[src/rtl/dual_edge_regen_if.sv]
// dual_edge_regen_if: strobe inputs, clear, and regenerated-level status
// outputs of dual_edge_regen, bundled as one port.
// The master drives the strobes and clear. The slave (the regenerator)
// drives the level and the status.
interface dual_edge_regen_if #(
  parameter int PEND_DEPTH = 3
) ();
  localparam int PW = $clog2(PEND_DEPTH + 1);

  logic          rise;
  logic          fall;
  logic          clr;
  logic          out;
  logic          busy;
  logic [PW-1:0] pending;
  logic          ovf;
  logic          err;

  modport master (
    output rise, fall, clr,
    input  out, busy, pending, ovf, err
  );

  modport slave (
    input  rise, fall, clr,
    output out, busy, pending, ovf, err
  );
endinterface

[src/rtl/dual_edge_regen.sv]
// dual_edge_regen: rebuilds a level from one-cycle rise/fall strobes.
// Each accepted strobe toggles out. A new level is held for MIN_HOLD
// cycles. Strobes that arrive during a hold are queued, up to PEND_DEPTH
// of them, and are replayed one per MIN_HOLD cycles.
// Optional feature macro: DUAL_REGEN_DIR_CHECK_EN. When it is defined,
// strobes that would not change the final level are rejected and flagged
// on err. When it is undefined, err is tied low.
module dual_edge_regen #(
  parameter int MIN_HOLD   = 4,
  parameter int PEND_DEPTH = 3
) (
  input  logic             clk,
  input  logic             reset_n,
  dual_edge_regen_if.slave bus
);
  localparam int PW = $clog2(PEND_DEPTH + 1);
  localparam int HW = (MIN_HOLD > 1) ? $clog2(MIN_HOLD) : 1;
  localparam logic [HW-1:0] HOLD_LOAD = HW'(MIN_HOLD - 1);
  localparam logic [PW-1:0] PEND_MAX  = PW'(PEND_DEPTH);

  typedef enum logic [0:0] {
    ST_IDLE = 1'b0,
    ST_HOLD = 1'b1
  } state_t;

  // An odd number of queued toggles inverts the level that will finally
  // settle relative to the current out.
  function automatic logic queue_odd(input logic [PW-1:0] cnt);
    return cnt[0];
  endfunction

  state_t        state_q,    state_d;
  logic [HW-1:0] hold_cnt_q, hold_cnt_d;
  logic [PW-1:0] pending_q,  pending_d;
  logic          out_q,      out_d;
  logic          busy_q,     busy_d;
  logic          ovf_q,      ovf_d;
  logic          err_q,      err_d;

  logic          acc_s;
  logic          err_evt_s;
  logic          ovf_evt_s;
  logic [PW:0]   p_s;

`ifdef DUAL_REGEN_DIR_CHECK_EN
  logic          both_s;
  logic          exp_lvl_s;
  logic          dir_bad_s;

  // Qualify strobes: drop simultaneous strobes and wrong-direction strobes.
  always_comb begin
    both_s    = bus.rise & bus.fall;
    exp_lvl_s = out_q ^ queue_odd(pending_q);
    dir_bad_s = (bus.rise & ~bus.fall & exp_lvl_s) |
                (bus.fall & ~bus.rise & ~exp_lvl_s);
    acc_s     = (bus.rise ^ bus.fall) & ~dir_bad_s;
    err_evt_s = both_s | dir_bad_s;
  end
`else
  // Qualify strobes: only a lone rise or a lone fall is a toggle request.
  always_comb begin
    acc_s     = bus.rise ^ bus.fall;
    err_evt_s = 1'b0;
  end
`endif

  // Next-state logic for the hold/queue machine and the sticky flags.
  always_comb begin
    state_d    = state_q;
    hold_cnt_d = hold_cnt_q;
    pending_d  = pending_q;
    out_d      = out_q;
    ovf_evt_s  = 1'b0;
    p_s        = {1'b0, pending_q} + {{PW{1'b0}}, acc_s};
    case (state_q)
      ST_IDLE: begin
        if (acc_s) begin
          out_d      = ~out_q;
          hold_cnt_d = HOLD_LOAD;
          state_d    = ST_HOLD;
        end else begin
          state_d    = ST_IDLE;
        end
      end
      ST_HOLD: begin
        if (hold_cnt_q != {HW{1'b0}}) begin
          hold_cnt_d = hold_cnt_q - HW'(1);
          if (acc_s && (pending_q == PEND_MAX)) begin
            ovf_evt_s = 1'b1;
          end else if (acc_s) begin
            pending_d = pending_q + PW'(1);
          end else begin
            pending_d = pending_q;
          end
        end else if (p_s != {(PW+1){1'b0}}) begin
          // The expiry cycle dequeues one toggle while a same-cycle strobe
          // enqueues, so the queue cannot overflow here.
          out_d      = ~out_q;
          pending_d  = p_s[PW-1:0] - PW'(1);
          hold_cnt_d = HOLD_LOAD;
          state_d    = ST_HOLD;
        end else begin
          state_d    = ST_IDLE;
        end
      end
      default: begin
        state_d    = ST_IDLE;
        hold_cnt_d = {HW{1'b0}};
        pending_d  = {PW{1'b0}};
      end
    endcase
    busy_d = (state_d == ST_HOLD);
    // A new event in the same cycle as clr keeps the flag set.
    ovf_d  = ovf_evt_s | (ovf_q & ~bus.clr);
`ifdef DUAL_REGEN_DIR_CHECK_EN
    err_d  = err_evt_s | (err_q & ~bus.clr);
`else
    err_d  = err_evt_s;
`endif
  end

  // State and output registers. Reset discards the queue and the hold at once.
  always_ff @(posedge clk or negedge reset_n) begin
    if (!reset_n) begin
      state_q    <= ST_IDLE;
      hold_cnt_q <= {HW{1'b0}};
      pending_q  <= {PW{1'b0}};
      out_q      <= 1'b0;
      busy_q     <= 1'b0;
      ovf_q      <= 1'b0;
      err_q      <= 1'b0;
    end else begin
      state_q    <= state_d;
      hold_cnt_q <= hold_cnt_d;
      pending_q  <= pending_d;
      out_q      <= out_d;
      busy_q     <= busy_d;
      ovf_q      <= ovf_d;
      err_q      <= err_d;
    end
  end

  assign bus.out     = out_q;
  assign bus.busy    = busy_q;
  assign bus.pending = pending_q;
  assign bus.ovf     = ovf_q;
  assign bus.err     = err_q;
endmodule

[src/flat_wrapper.sv]
// flat-port wrapper written by rule: the top's interface ports become plain ports
module dual_edge_regen_flat 
#(
  parameter int MIN_HOLD   = 4,
  parameter int PEND_DEPTH = 3
)
  (clk, reset_n, bus_rise, bus_fall, bus_clr, bus_out, bus_busy, bus_pending, bus_ovf, bus_err);
  dual_edge_regen_if #(.PEND_DEPTH(PEND_DEPTH)) bus_i ();
  input  logic clk;
  input  logic reset_n;
  input wire logic [$bits(bus_i.rise)-1:0] bus_rise;
  input wire logic [$bits(bus_i.fall)-1:0] bus_fall;
  input wire logic [$bits(bus_i.clr)-1:0] bus_clr;
  output wire logic [$bits(bus_i.out)-1:0] bus_out;
  output wire logic [$bits(bus_i.busy)-1:0] bus_busy;
  output wire logic [$bits(bus_i.pending)-1:0] bus_pending;
  output wire logic [$bits(bus_i.ovf)-1:0] bus_ovf;
  output wire logic [$bits(bus_i.err)-1:0] bus_err;
  assign bus_i.rise = bus_rise;
  assign bus_i.fall = bus_fall;
  assign bus_i.clr = bus_clr;
  assign bus_out = bus_i.out;
  assign bus_busy = bus_i.busy;
  assign bus_pending = bus_i.pending;
  assign bus_ovf = bus_i.ovf;
  assign bus_err = bus_i.err;
  dual_edge_regen #(.MIN_HOLD(MIN_HOLD), .PEND_DEPTH(PEND_DEPTH)) u_core (.clk(clk), .reset_n(reset_n), .bus(bus_i));
endmodule
[config.mk]
export PLATFORM = sky130hd
export DESIGN_NAME = dual_edge_regen_flat
export DESIGN_NICKNAME = d
export VERILOG_FILES = /design/src/rtl/dual_edge_regen_if.sv /design/src/rtl/dual_edge_regen.sv /design/src/flat_wrapper.sv
export SDC_FILE = /design/constraint.sdc
export NUM_CORES = 1
export LEC_CHECK = 0
export ABC_CLOCK_PERIOD_IN_PS = 1900
export CAP_MARGIN = 10
export CORE_AREA = 2 2 39 41
export CTS_CLUSTER_SIZE = 30
export DETAILED_ROUTE_END_ITERATION = 10
export DIE_AREA = 0 0 41 43
export RECOVER_POWER = 100
export SYNTH_ARGS = -nofsm -noshare
export SYNTH_HDL_FRONTEND = slang
export SYNTH_SLANG_ARGS = --single-unit
[constraint.sdc]
create_clock -name clk -period 1.9 [get_ports clk]
set_input_delay 0.38 -clock clk [delete_from_list [all_inputs] [get_ports clk]]
set_output_delay 0.38 -clock clk [all_outputs]
set_load 0.03 [all_outputs]
### Yosys cells after proc, flatten, opt, wreduce, memory -nomap -nowiden

Index checks and enable logic that the tools add are counted.

* register bits: 7
* output and inout bits: 6
* logic and storage cells: 48

* $add $sub $neg: 4
* equal/unequal tests: 7
* multiplexer cells: 19
* bitwise operators: 6
* reductions and logical operators: 7

Operators with widths (count)
* two-way mux 2 bit: 7
* two-way mux 1 bit: 9
* inequality test 2 bit, second input constant: 3
* inequality test 2 x 1 -> 1 bit, second input constant: 2
* one-hot mux 1 bit (2 select lines): 2
* one-hot mux 2 bit (2 select lines): 1
* AND reduction 4 bit: 1
* nonzero test 2 bit: 2
* subtractor 2 x 1 -> 2 bit, second input constant: 2
* adder 2 x 1 -> 3 bit: 1
* inequality test 3 bit, second input constant: 1
* NOT 1 bit: 3
* AND reduction 3 bit: 1
* nonzero test 3 bit: 1
* adder 2 x 1 -> 2 bit, second input constant: 1
* equality test 2 bit, second input constant: 1
* AND reduction 2 bit: 1
* AND 1 bit: 1
* logical AND 1 bit: 1
* bitwise OR 1 bit: 1
* XOR 1 bit: 1

### Depth between registers and ports, before layout

Gate-level depths: netlist of run 1.

* depth after elaboration: 6
* gate-level depth with buffers: 10
* gate-level depth less buffers: 10

### Worst setup path before layout of run 1

OpenSTA, ideal clock, no wires.

* path kind: input to register
* start: input port bus_fall
* end: register u_core.pending_q[0] (netlist: u_core.bus.pending[0])
* arrival: 1824 ps
* data required time: 1832 ps
* setup slack: 9 ps
* cell stages on the path: 10
* buffers on the path: 0
* cells stage by stage: xnor2_2 inv_2 ha_1 ha_1 inv_1 ha_1 nand2b_1 and3_1 o21ai_0 o221a_1

* cells in the longest elaborated chain, start to end: 5

Ends and longest elaborated chain
* start, declared: RTL line flat_wrapper.sv:12 `input wire logic [$bits(bus_i.fall)-1:0] bus_fall;`
* XOR 1 bit *: RTL line dual_edge_regen.sv:62 `acc_s = bus.rise ^ bus.fall;`
* adder 2 x 1 -> 3 bit: RTL line dual_edge_regen.sv:74 `p_s = {1'b0, pending_q} + {{PW{1'b0}}, acc_s};`
* subtractor 2 x 1 -> 2 bit / nonzero test 3 bit (equally long branches): RTL line dual_edge_regen.sv:99, dual_edge_regen.sv:95
* two-way mux 2 bit / nonzero test 2 bit (equally long branches)
* two-way mux 2 bit / AND reduction 4 bit (equally long branches)
* end signal, assigned: RTL line dual_edge_regen.sv:127 `pending_q <= {PW{1'b0}};`
* end signal, assigned: RTL line dual_edge_regen.sv:135 `pending_q <= pending_d;`
* end, declared: RTL line dual_edge_regen.sv:34 `logic [PW-1:0] pending_q, pending_d;`

Every way passes the cells marked *; elsewhere a longest branch is shown, timed or not. The select of a mux whose other input is x is not followed.
A chain may end at the register's enable or synchronous reset.

### Worst setup path after layout of run 1

* start: input port bus_fall
* end: register u_core.pending_q[1] (netlist: u_core.bus.pending[1])

The elaborated chain is that of the path after synthesis.

==> results.md, run 1 <==
* Core area at 1384 µm²
* Total gr overflow at 0
* Clock Latency Late Sink at 0.26 ns
* Site row count at 14
* Global-route wire length before repair at 1.317 mm
* Setup Buffers After CTS at 0
* Pwr Density at 1939 nW/µm²
* IO Pins at 11
* Crit path depth at 11
* Ys Warns at 0
* CTS tree: built
* RR Startpoint: u_core.bus.pending[0]
* Area grow syn2layout at 40.87%
* Critical path fanouts, max at 2
* Top Metal Used: met3
* Worst stage delay on the critical path at 0.26 ns
* Cells after DPL at 78
* Startpoint class of the critical path: input port
* Worst path top cell family by delay: adder cells
* Synthesized instance count at 50
* Final wirelength at 925 µm
* Synth top cells by count: dfrtp_1, inv_1, ha_1, a21oi_1, nor2_1
* Worst Path Class, Setup: input port to flip-flop
* Final setup violating endpoints at 0
* Layout Cells excl Fill at 82
* Worst EP arrival at 1.96 ns
* Status: complete, no violations
* Max VDD drop at 780.3 µV
* Clk buf depth at 2
* Syn Nets at 60
* Diode count at 0
* # hold bufs at CTS at 0
* H-tree depth reported by CTS at 1
* Yosys top cell area share at 0.3815
* Share of flip-flops with an asynchronous set or reset at 1.000
* Leakage at 0.2850 nW
* Tot Pwr at 1.254 mW
* Routability congestion estimate at 0.7590
* Post-DP HPWL at 655.4 µm
* Worst Setup End Kind: flip-flop
* Fmax achieved at 549.3 MHz
* Max-Cap Viols at 0
* Fraction of the yosys area taken by sequential cells at 0.3815
* Worst Hold Margin at 0.4623 ns
* Remaining DRCs at 0
* Crit-path cells: clkdlybuf4s15_1, xnor2_2, inv_2, ha_2, ha_4, inv_2, ha_4, nor2b_1, a21oi_1, a21oi_1, a31o_1
* Top cells by area, synth: dfrtp_1, ha_1, inv_1
* Share of cells above drive strength 1 at 0.2424
* Met2 WL at 425 µm
* Worst Path Required at 2.04 ns
* Pre-CTS setup slack at -0.5319 ns
* Final Critical Period at 1.821 ns
* Clk slew on worst S/H paths at 0.05 ns
* Hold Fails Final Rpt at 0
* Unrepaired setup endpoints after global routing: false
* Max Slew Vio Count at 0
* Num Clock Sinks at 7
* Reg-to-reg critical path endpoint: u_core.bus.pending[1]
* Final worst-path cycle share at 0.9582
* EDFF count, synth at 0
* Hold depth at 1
* Routed wire per std cell at 11.28 µm
* Crit. Startpoint: bus_fall
* Synth Area per Inst at 9.184 µm²
* Overall routing resource usage at 0.1169
* Path depth of the worst reg2reg path at 8
* Metal3 WL at 75 µm
* Antenna viol nets, final at 0
* Die Width at 41 µm
* Vias at 390
* Post-synthesis register bit count at 7
* Num CTS Buffers at 3
* Pre-antenna DRT Iters at 4
* Initial core utilization at 0.3318
* Via/cell ratio at 4.756
* WL met1 at 425 µm
* Flop2flop setup slack at 0.26 ns
* Multi-input gate area at 277.8 µm²
* Antenna violations before repair at 0
* Leading area contributor after synthesis: dfrtp_1
* Top FF cell, synth: dfrtp_1
* Synthesized area at 459.2 µm²
* Class of the worst hold path: flip-flop to flip-flop
* Number of fill cells at 149
* Root buf cell: clkbuf_4
* Final Skew at 0.0005254 ns
* FF/Latch Area at 175.2 µm²
* CP max stage cell: ha_4
* Vias in the first global route at 356
* Setup_tns at 0 ns
* Die Ht at 43 µm
* Final WS setup at 0.07946 ns
* Largest net degree at the start of global routing at 11
* Nets at 77
* Die area at 1763 µm²
* Crit path to: u_core.bus.pending[1]
* Port bufs at 9
* Library cells used by synthesis at 24
* Worst path bufs/invs at 3
* Drt initial violations at 4
## layout by cell type (no fill, tap or decap), types with 2 or more instances in the layout
| master | n |
|---|---|
| a21oi_1 | 3 |
| a21oi_2 | 2 |
| buf_4 | 4 |
| clkbuf_1 | 3 |
| clkbuf_4 | 3 |
| clkdlybuf4s15_1 | 2 |
| clkdlybuf4s50_1 | 2 |
| dfrtp_1 | 7 |
| dlygate4sd3_1 | 4 |
| ha_1 | 2 |
| ha_4 | 2 |
| inv_1 | 6 |
| inv_2 | 2 |
| nand3_1 | 2 |
| nor2_1 | 4 |
| o21a_1 | 2 |
| o21ai_1 | 2 |
## stage by stage
stage | utilization | cell area, µm²
final | 0.4675 | 646.9
after global routing | 0.4675 | 646.9
after CTS | 0.4548 | 629.4
after detailed placement | 0.4277 | 591.8
after global placement | 0.4277 | 591.8
after floorplan | - | 459.2
## how the worst min path moves through the flow
stage,startpoint,end,slack [ns]
3_3_place_gp,u_core.hold_cnt_q[0],u_core.hold_cnt_q[0],0.45
6_report,u_core.bus.out,u_core.bus.out,0.46
3_5_place_dp,u_core.bus.out,u_core.bus.out,0.46
5_1_grt,u_core.bus.out,u_core.bus.out,0.48
4_1_cts,reset_n,u_core.state_q,0.40
2_1_floorplan,reset_n,u_core.bus.out,0.08
## timing repair
| action | 4_1_cts | 5_1_grt |
|---|---|---|
| resized for setup | 7 | 9 |
| setup endpoints to repair | 5 | 5 |
| cloned | 0 | 0 |
| pin swaps | 3 | 1 |
## logic make-up after synthesis
| logic type | synth area share |
|---|---|
| AND/OR/NAND/NOR | 0.1472 |
| AO/OA/AOI/OAI | 0.1744 |
| buffers and inverters | 0.09809 |
| flip-flops | 0.3815 |
| adder cells (fa/ha/maj) | 0.1362 |
| XOR/XNOR | 0.05451 |
| other | 0.008167 |
## layout make-up
class                           count  area share
Timing Repair Buffer               14      0.1818
Inverter                            8     0.04642
Multi-Input combinational cell     33      0.4294
Tap cell                           16     0.03095
Sequential cell                     7      0.2708
Clock buffer                        4     0.04062
## flip-flops by register name, summed over array words and instances, names as in the netlist
signal,flops
u_core.bus.out,1
u_core.state_q,1
u_core.hold_cnt_q,2
u_core.bus.pending,2
u_core.bus.ovf,1
## per-layer routing
metal  up-vias  GRT usage
met5         -          0
li1        203          -
met3         0    0.07853
met2        11     0.1781
met1       176     0.1238
met4         0    0.04000
## power by group
part	internal, mW	switching [mW]
clock network	0.0803	0.0568
logic	0.384	0.447
registers	0.232	0.0548
total	0.696	0.558
## worst register-to-register path, cell delays in order (launching register included)
cell     delay (ns)
dfrtp_1        0.38
ha_2           0.20
ha_4           0.26
inv_2          0.04
ha_4           0.24
nor2b_1        0.04
a21oi_1        0.12
a21oi_1        0.06
a31o_1         0.19
(Power assumes the default switching activity.)
==> inputs of run 2 (changes only) <==
- CORE_AREA: 2 2 39 41 -> 3 3 40 42
- DIE_AREA: 0 0 41 43 -> 0 0 43 45
==> run 2 against run 1 <==
Hold slack better by 0.0037 ns. First-iteration DRC count rose by 100%. Register-to-register slack improved by 0.02 ns. Clock power grew 3%. Cell count is 1.2% lower. Cell area up 3.1%. Critical path type is now flip-flop to output port. Critical endpoint is now bus_pending[0]. Largest power group unchanged.
==> results.md, run 2 (synthesis gave the netlist of run 1 again) <==
* Vias in the first global route at 383
* Die area at 1935 µm²
* Pre-antenna DRT Iters at 4
* Initial core utilization at 0.3574
* Final Critical Period at 1.845 ns
* Port bufs at 9
* Startpoint class of the critical path: flip-flop
* Die Width at 43 µm
* Max VDD drop at 886.0 µV
* Routability congestion estimate at 0.7788
* Nets at 77
* Commonest cells after routing, fill and taps aside: dfrtp_1, inv_1, dlygate4sd3_1, buf_4
* Setup_tns at 0 ns
* Critical path fanouts, max at 6
* Site row count at 13
* Remaining DRCs at 0
* Flop2flop setup slack at 0.28 ns
* CTS tree: built
* Num Clock Sinks at 7
* H-tree depth reported by CTS at 1
* Clock Latency Late Sink at 0.26 ns
* Antenna violations before repair at 0
* RR Startpoint: u_core.bus.pending[0]
* Root buf cell: clkbuf_4
* Routed wire per std cell at 12.15 µm
* Class of the worst hold path: input port to asynchronous set/reset pin
* Clock power frac at 0.110
* Final wirelength at 984 µm
* Post-DP HPWL at 727.7 µm
* Final worst-path cycle share at 0.9710
* Share of cells above drive strength 1 at 0.2576
* Area grow syn2layout at 45.23%
* Reg-to-reg critical path endpoint: u_core.bus.pending[1]
* Final Skew at 0.005409 ns
* Worst Path Class, Setup: flip-flop to output port
* Clk slew on worst S/H paths at 0.06 ns
* Sequential share of power at 0.220
* Num CTS Buffers at 3
* Die Ht at 45 µm
* Via/cell ratio at 5.000
* Unrepaired setup endpoints after global routing: false
* Status: complete, no violations
* Total gr overflow at 0
* Global-route wire length before repair at 1.635 mm
* Antenna viol nets, final at 0
* Fmax achieved at 542.0 MHz
* # hold bufs at CTS at 0
* Final setup violating endpoints at 0
* Diode count at 0
* P_sw at 0.5741 mW
* Worst Path Required at 1.52 ns
* Overall routing resource usage at 0.1181
* Max Slew Vio Count at 0
* Worst Hold Margin at 0.4660 ns
* Clk buf depth at 2
* IO Pins at 11
* Largest net degree at the start of global routing at 11
* Worst EP arrival at 1.46 ns
* Sw Ratio at 0.4450
* Commonest non-fill, non-tap cell in the layout: dfrtp_1
* Hold Fails Final Rpt at 0
* Worst Setup End Kind: output port
* Path depth of the worst reg2reg path at 8
* Vias at 405
* Int Pwr at 0.7160 mW
* Logic gate share of total power at 0.670
* Drt initial violations at 8
* Leakage at 0.2957 nW
* Pwr Density at 1935 nW/µm²
* Max-Cap Viols at 0
* Core area at 1285 µm²
==> run 2: changes by cell type in the layout (fill, tap and decap cells not counted), sizes merged <==
| cell | before | now |
|---|---|---|
| dlygate4sd3 | 4 | 5 |
| clkbuf | 6 | 4 |
| buf | 4 | 5 |
==> run 2: worst max-delay path by stage <==
stage	from	slack, ns	endpoint
global placement	bus_fall	-0.52	u_core.bus.pending[0]
global route	bus_fall	0.006	u_core.bus.pending[1]
floorplan	bus_fall	0.009	u_core.bus.pending[0]
CTS	bus_rise	0.04	u_core.bus.pending[1]
detailed placement	bus_fall	-0.59	u_core.bus.out
finish	u_core.bus.pending[0]	0.06	bus_pending[0]
==> run 2: timing repair <==
action                                  CTS  global route
resized for setup                        11             3
endpoints found under the setup margin    5             5
pin swaps                                 5             2
buffers inserted                          1             0
==> run 2: stage by stage <==
step | area, µm² | util | power, mW | setup slack (ns) | std cells
floorplan | 459.2 | - | 0.7995 | 0.008633 | 50
global placement | 583.1 | 0.4537 | 1.013 | -0.5165 | 76
detailed placement | 583.1 | 0.4537 | 1.037 | -0.5861 | 76
CTS | 654.4 | 0.5093 | 1.312 | 0.03699 | 81
global route | 666.9 | 0.5190 | 1.416 | 0.006367 | 81
finish | 666.9 | 0.5190 | 1.290 | 0.05503 | 81
==> run 2: final cells by class <==
cell class              count  area [µm²]
fillers                   125       618.1
multi-input cells          33       289.0
flip-flops and latches      7       175.2
repair buffers             14       127.6
inverters                   8       30.03
clock buffers               4       26.28
well taps                  15       18.77
==> run 2: per-layer routing <==
layer | GRT usage | vias to the layer above | routed length, µm | part of all wire
li1 | - | 203 | - | -
met1 | 0.1201 | 190 | 413 | 0.42
met2 | 0.2096 | 12 | 495 | 0.50
met3 | 0.06375 | 0 | 74 | 0.075
met4 | 0.03614 | 0 | 0 | 0
met5 | 0 | - | 0 | 0
==> run 2: power by group through the flow <==
stage	Combinational [mW]	Sequential, mW	Clock [mW]
detailed placement	0.753	0.284	0
CTS	0.880	0.285	0.147
global placement	0.732	0.281	0
finish	0.864	0.284	0.141
floorplan	0.404	0.395	0
global route	0.967	0.297	0.152
==> run 2: worst max-delay path, cell delays in order (launching register included) <==
cell and delay [ns]:
dfrtp_1 0.38, buf_4 0.16, clkdlybuf4s50_1 0.67
==> inputs of run 3 (changes only) <==
- PLACE_DENSITY: unset -> 0.6
==> results of run 3 <==
No change in the layout: final DEF, timing and power equal those of run 2.
